**src/rtl/cpu_pkg.sv**
```systemverilog
// Shared fetch-stage types and constants.
//   fetch_state_t : fetch sequencer states
//   fault_t       : halt cause reported on fetch_unit.fault
//   INSTR_BYTES   : PC increment per sequential fetch
package cpu_pkg;

    typedef enum logic [1:0] {
        RUN    = 2'd0,
        DRAIN  = 2'd1,
        HALTED = 2'd2
    } fetch_state_t;

    typedef enum logic [1:0] {
        FAULT_NONE     = 2'd0,
        FAULT_RANGE    = 2'd1,
        FAULT_MISALIGN = 2'd2
    } fault_t;

    localparam logic [31:0] INSTR_BYTES = 32'd4;

endpackage

```
**src/rtl/fetch_reg.sv**
```systemverilog
// IF output register: holds one fetched instruction and its addresses
// toward the decoder.
// Ports:
//   clk, rst      : clock, synchronous active-high reset
//   load          : capture instr_in/pc_in/pc_plus4_in and mark valid
//   flush         : drop the held instruction (wins over load)
//   consume       : consumer took the held instruction this cycle
//   instr_in, pc_in, pc_plus4_in : values to capture on load
//   valid, instr, pc, pc_plus4   : held contents
module fetch_reg (
    input  logic        clk,
    input  logic        rst,
    input  logic        load,
    input  logic        flush,
    input  logic        consume,
    input  logic [31:0] instr_in,
    input  logic [31:0] pc_in,
    input  logic [31:0] pc_plus4_in,
    output logic        valid,
    output logic [31:0] instr,
    output logic [31:0] pc,
    output logic [31:0] pc_plus4
);

    always_ff @(posedge clk) begin
        if (rst) begin
            valid    <= 1'b0;
            instr    <= 32'd0;
            pc       <= 32'd0;
            pc_plus4 <= 32'd0;
        end else if (flush) begin
            // Only the valid bit is cleared; stale data is harmless.
            valid <= 1'b0;
        end else if (load) begin
            valid    <= 1'b1;
            instr    <= instr_in;
            pc       <= pc_in;
            pc_plus4 <= pc_plus4_in;
        end else if (consume) begin
            valid <= 1'b0;
        end
    end

endmodule

```
**src/rtl/fetch_unit.sv**
```systemverilog
// Instruction fetch stage: owns the PC, addresses a zero-wait instruction
// memory, and hands words to the decoder over a valid/ready handshake.
// Stops permanently (until reset) on an out-of-range PC or misaligned
// redirect target.
//
//   state  | meaning
//   -------+--------------------------------------------------------------
//   RUN    | normal sequential fetch, redirects honoured
//   DRAIN  | fault seen; no new loads, deliver the held word if any
//   HALTED | stopped; redirect and fetch_ready ignored until rst
//
// Ports:
//   clk, rst                          : clock, synchronous active-high reset
//   instr_address / instruction_in    : instruction memory read port
//   redirect_valid / redirect_target  : branch/jump redirect
//   fetch_valid / fetch_ready         : handshake toward decoder
//   fetch_instr, fetch_pc, fetch_pc_plus4 : held instruction and addresses
//   halted, fault                     : stop status and cause
//   fetch_count                       : accepted instruction count (wraps)
module fetch_unit
    import cpu_pkg::*;
#(
    parameter logic [31:0] reset_vector = 32'h0000_0000,
    parameter int unsigned mem_size     = 256
) (
    input  logic        clk,
    input  logic        rst,
    output logic [31:0] instr_address,
    input  logic [31:0] instruction_in,
    input  logic        redirect_valid,
    input  logic [31:0] redirect_target,
    output logic        fetch_valid,
    input  logic        fetch_ready,
    output logic [31:0] fetch_instr,
    output logic [31:0] fetch_pc,
    output logic [31:0] fetch_pc_plus4,
    output logic        halted,
    output logic [1:0]  fault,
    output logic [31:0] fetch_count
);

    fetch_state_t state, state_d;
    fault_t       fault_q, fault_d;
    logic [31:0]  pc, pc_d;
    logic [31:0]  pc_next_seq;
    logic         pc_in_range;
    logic         misaligned;
    logic         load, flush, consume;

    assign pc_next_seq = pc + INSTR_BYTES;
    assign pc_in_range = ({2'b00, pc[31:2]} < mem_size);
    assign misaligned  = (redirect_target[1:0] != 2'b00);

    always_ff @(posedge clk) begin
        if (rst) begin
            state       <= RUN;
            pc          <= reset_vector;
            fault_q     <= FAULT_NONE;
            fetch_count <= 32'd0;
        end else begin
            state   <= state_d;
            pc      <= pc_d;
            fault_q <= fault_d;
            if (consume) begin
                fetch_count <= fetch_count + 32'd1;
            end
        end
    end

    always_comb begin
        state_d = state;
        pc_d    = pc;
        fault_d = fault_q;
        flush   = 1'b0;
        load    = 1'b0;
        consume = fetch_valid & fetch_ready;
        case (state)
            RUN: begin
                if (redirect_valid) begin
                    flush = 1'b1;
                    if (misaligned) begin
                        state_d = DRAIN;
                        fault_d = FAULT_MISALIGN;
                    end else begin
                        pc_d = redirect_target;
                    end
                end else if (!pc_in_range) begin
                    state_d = DRAIN;
                    fault_d = FAULT_RANGE;
                end else if (!fetch_valid || fetch_ready) begin
                    load = 1'b1;
                    pc_d = pc_next_seq;
                end
            end
            DRAIN: begin
                if (redirect_valid) begin
                    flush = 1'b1;
                    if (!misaligned) begin
                        pc_d = redirect_target;
                    end
                end
                // Halt once the output register is (or is about to be) empty.
                if (flush || consume || !fetch_valid) begin
                    state_d = HALTED;
                end
            end
            HALTED: begin
                consume = 1'b0;
            end
            default: begin
                state_d = HALTED;
            end
        endcase
    end

    fetch_reg u_fetch_reg (
        .clk         (clk),
        .rst         (rst),
        .load        (load),
        .flush       (flush),
        .consume     (consume),
        .instr_in    (instruction_in),
        .pc_in       (pc),
        .pc_plus4_in (pc_next_seq),
        .valid       (fetch_valid),
        .instr       (fetch_instr),
        .pc          (fetch_pc),
        .pc_plus4    (fetch_pc_plus4)
    );

    assign instr_address = pc;
    assign halted        = (state == HALTED);
    assign fault         = fault_q;

endmodule
```
**config.mk**
```make
export PLATFORM = sky130hd
export DESIGN_NAME = fetch_unit
export DESIGN_NICKNAME = d
export VERILOG_FILES = /design/src/rtl/cpu_pkg.sv /design/src/rtl/fetch_reg.sv /design/src/rtl/fetch_unit.sv
export SDC_FILE = /design/constraint.sdc
export NUM_CORES = 1
export LEC_CHECK = 0
export ABC_AREA = 1
export CORE_MARGIN = 5
export CORE_UTILIZATION = 50
export CTS_BUF_LIST = sky130_fd_sc_hd__clkbuf_16
export CTS_CLUSTER_SIZE = 8
export DETAILED_ROUTE_END_ITERATION = 10
export GPL_TIMING_DRIVEN = 0
export PLACE_DENSITY = 0.91
export SLEW_MARGIN = 30
export SYNTH_ARGS = -nofsm -noshare
export SYNTH_HDL_FRONTEND = slang
export SYNTH_SLANG_ARGS = --single-unit
```
**constraint.sdc**
```tcl
create_clock -name clk -period 3.95 [get_ports clk]
set_input_delay 0.395 -clock clk [delete_from_list [all_inputs] [get_ports clk]]
set_output_delay 0.395 -clock clk [all_outputs]
set_load 0.02 [all_outputs]
```
==> impl_results.md <==
* CP Launch Type: register
* Antenna violations before repair at 0
* Async set or reset register ratio after synthesis at 0%
* Clock Path Buffers at 2
* Arrival @ worst endpoint at about 1.9 ns
* Status: complete, no violations
* # fillers at approximately 1100
* Layout overhead on the synthesized area at 43.5%
* Clock buffers created by TritonCTS at 17
* Share of the clock period used by the worst path after layout at 56.8%
* Global routing usage summed across all routing layers at around 28%
* Area taken by multi-input logic gates at around 3300 um2
* Clock latency reported for the late side of the worst-skew pair at about 0.43 ns
* Fraction of layout instances using a drive strength above 1 at slightly below 6%
* Sequential area share after synthesis at approximately 45%
* Final routed DRC violation total at 0
* Placement Rows at between 40 and 50
* Router iterations before antenna repair at 8
* Worst-Margin Slew at between 0.7 and 0.8 ns
* Maximum number of pins on one net before global-route repair at 17
* Leading post-synthesis cells by instance count: sky130_fd_sc_hd__nand2_1 (255), sky130_fd_sc_hd__nor2_1 (236), sky130_fd_sc_hd__dfxtp_1 (163)
* Worst hold slack across all endpoints at between 0.4 and 0.5 ns
* Final weighted congestion in routability-driven placement at approximately 0.95
* Met1 capacity usage during global routing at between 30% and 40%
* Height of the chip at between 100 and 150 um
* Synthesis Warnings at 0
* GR Util met3 at 8.76%
* Leakage Power at slightly above 4 nW
* Hold Crit Endpoint: u_fetch_reg.pc_plus4[30]$_SDFFE_PP0P_
* Post-CTS clock slew at the launch and capture registers of the worst setup and hold paths at around 0.06 ns
* Endpoints failing setup at 0
* Count of input and output buffers at between 200 and 250
* Unrepaired setup endpoints after global routing: no
* Minimum clock period at 2.25 ns
* Vias in the first global route at ~7600
* Final max-slew violation count at 0
* Worst min path class: register to register
* Starting density of the core at just over 50%
* Number of setup buffers added after CTS at 0
* Clk sink count at approximately 160
* IR Drop Worst-Case VDD at between 0.3 and 0.4 mV
* Sequential standard cell area at between 3000 and 4000 um2
* Die footprint at around 17000 um2
* GR Util met2 at a little under half
* Number of nets produced by synthesis at 1125
* R2r worst-path depth at 10
* Number of endpoints with negative hold slack in the final report at 0
* Worst max-slew margin expressed relative to the limit at about 52%
* Post-cts gate resize count at 0
* Achievable clock frequency at 0.445 GHz
* Post-synth design cell area at about 7000 um2
* Library cell used as clock root buffer: sky130_fd_sc_hd__clkbuf_16
* Cells along the critical path: inv_2 > nor2_2 > clkdlybuf4s50_1
* Top cell type's share of synthesized area at 45.4%
* Dominant register cell in the synthesized netlist: sky130_fd_sc_hd__dfxtp_1
* Cell with the most instances after synthesis: sky130_fd_sc_hd__nand2_1
* Cts hold-fix bufs at 0
* Final HPWL DP at approximately 18000 um
* Floorplan core area at 14000 um2
* Setup Crit Path Kind: register to output port
* Largest cells by area after synthesis: sky130_fd_sc_hd__dfxtp_1 (45%), sky130_fd_sc_hd__nand2_1 (13%), sky130_fd_sc_hd__nor2_1 (12%)
* PD cells at 402 nW/um2
* Hold path startpoint: u_fetch_reg.pc_plus4[30]$_SDFFE_PP0P_
* Routed vias/inst at ~5.2
* Number of I/O pins at 232
* TritonCTS clock tree: built
* H-tree levels at 4
* Critical path required time at roughly 3.6 ns
* Die Span X at roughly 130 um
* Cell at the slowest stage of the critical path: sky130_fd_sc_hd__clkdlybuf4s50_1
* Mean instance size in the synthesized netlist at 6.82 um2
* Synthesis-stage register bit count at about 160
* Largest incremental delay on the critical path at ~0.67 ns
* Cells after synthesis at between 1000 and 1500
* Remaining global-route overflow at 0
* Worst-path fanout max at 5
* Total Wirelength at roughly 24000 um
* Non-Filler Cell Area, Final at between 10000 and 15000 um2
* Crit Reg-Reg Startpoint: instr_address[19]$_SDFFE_PP0P_
* First-pass GRT wire length at 38100 um
* Global routing's busiest layer: met2
* Starting DRT DRC Count at about 750
* Placed Instance Area at just under 10000 um2
* Worst R2R End: u_fetch_reg.pc[21]$_SDFFE_PP0P_
* Routed wirelength normalized by instance count at 16.2 um
* R2r setup slk at 2.06 ns
* EDFF count, synth at 0
* Maximum capacitance violations at 0
* Antenna-violating nets left at 0
* Cell taking the most area after synthesis: sky130_fd_sc_hd__dfxtp_1
* Worst hold path depth at 2
* Post-synth cell types at 34
* Critical path capture point type: output port
* Summed negative setup slack over all endpoints at 0 ns
* Count of nets after finishing at roughly 1400
* Inserted Diodes at 0
* Worst Clk Skew at approximately 0.013 ns
* Number of vias after detailed routing at between 7000 and 8000
## worst max-delay path: cells and delay by family, from the launching register on
family | cells | cell delay, ns
buf+inv | 2 | 0.75
flops | 1 | 0.42
simple gates | 1 | 0.26
## worst max-delay path by stage
stage | end | cells past startpoint | startpoint
6_report | halted | 3 | state[1]$_SDFFE_PP0P_
5_1_grt | halted | 3 | state[1]$_SDFFE_PP0P_
4_1_cts | halted | 3 | state[1]$_SDFFE_PP0P_
3_5_place_dp | instr_address[16]$_SDFFE_PP0P_ | 9 | redirect_target[0]
3_3_place_gp | instr_address[17]$_SDFFE_PP0P_ | 9 | redirect_target[0]
2_1_floorplan | fetch_count[19]$_SDFFE_PP0P_ | 8 | u_fetch_reg.valid$_SDFFE_PP0P_
## layer usage
| layer | part of all wire [%] | vias to the layer above |
|---|---|---|
| met5 | 0 | - |
| met4 | 2.2 | 0 |
| met3 | 9.9 | 45 |
| met2 | 47 | 364 |
| met1 | 40 | 3614 |
| li1 | - | 3823 |
## state kept, by name, indices dropped and copies added, names as in the netlist
name                  count
instr_address            32
u_fetch_reg.pc           32
u_fetch_reg.pc_plus4     30
u_fetch_reg.instr        32
u_fetch_reg.valid         1
state                     2
fault                     2
fetch_count              32
## cells by family (layout without fill, tap and decap cells)
family	count (synthesis)	after routing	synth area share, %
AOI/OAI and AO/OA	161	161	11.6
buffers and inverters	140	402	8.63
xor gates and xnor gates	5	5	0.609
adders and majority gates	2	2	0.348
and+or+nand+nor	584	584	33.5
DFF	163	163	45.4
## power by group
| part | total, W | switching (W) | internal [W] |
|---|---|---|---|
| Combinational | 0.000663 | 0.000389 | 0.000274 |
| Clock | 0.00171 | 0.000707 | 0.000999 |
| Sequential | 0.00178 | 0.0000727 | 0.00171 |
| Total | 0.00415 | 0.00117 | 0.00298 |
## area by class of cell
type	instances	area share [%]
clock buffer	17	4.12
sequential	163	31.6
inverter	89	3.26
tap	180	2.18
buffer	51	2.75
clock inverter	15	1.70
multi-input combinational	752	32.1
timing repair buffer	230	22.3
## placed cells by master (no fill, tap or decap), drive strengths merged
master / netlist / routed
nand2: 258 / 258
nor2: 247 / 247
clkdlybuf4s50: 0 / 230
dfxtp: 163 / 163
o21ai: 100 / 100
inv: 89 / 94
a21oi: 54 / 54
clkbuf: 25 / 42
nand3: 40 / 40
buf: 26 / 26
nor3: 17 / 17
nand4: 11 / 11
nand3b: 5 / 5
clkinv: 0 / 5
xor2: 4 / 4
a211oi: 3 / 3
o21a: 3 / 3
bufinv: 0 / 3
and2: 2 / 2
nor3b: 2 / 2
nor4: 2 / 2
ha: 2 / 2
clkinvlp: 0 / 2
a31oi: 1 / 1
xnor2: 1 / 1
## metrics by stage
| step | std cells | util, % | total power (W) | worst slack, ns |
|---|---|---|---|---|
| 3_5_place_dp | 1465 | 69.5 | 0.00247 | 1.68 |
| 3_3_place_gp | 1465 | 69.5 | 0.00245 | 1.73 |
| 2_1_floorplan | 1055 | - | 0.00216 | 2.36 |
| 4_1_cts | 1497 | 73.8 | 0.00415 | 1.70 |
| 6_report | 1497 | 73.8 | 0.00415 | 1.70 |
| 5_1_grt | 1497 | 73.8 | 0.00431 | 1.66 |
Power figures use the tool's default switching activity.
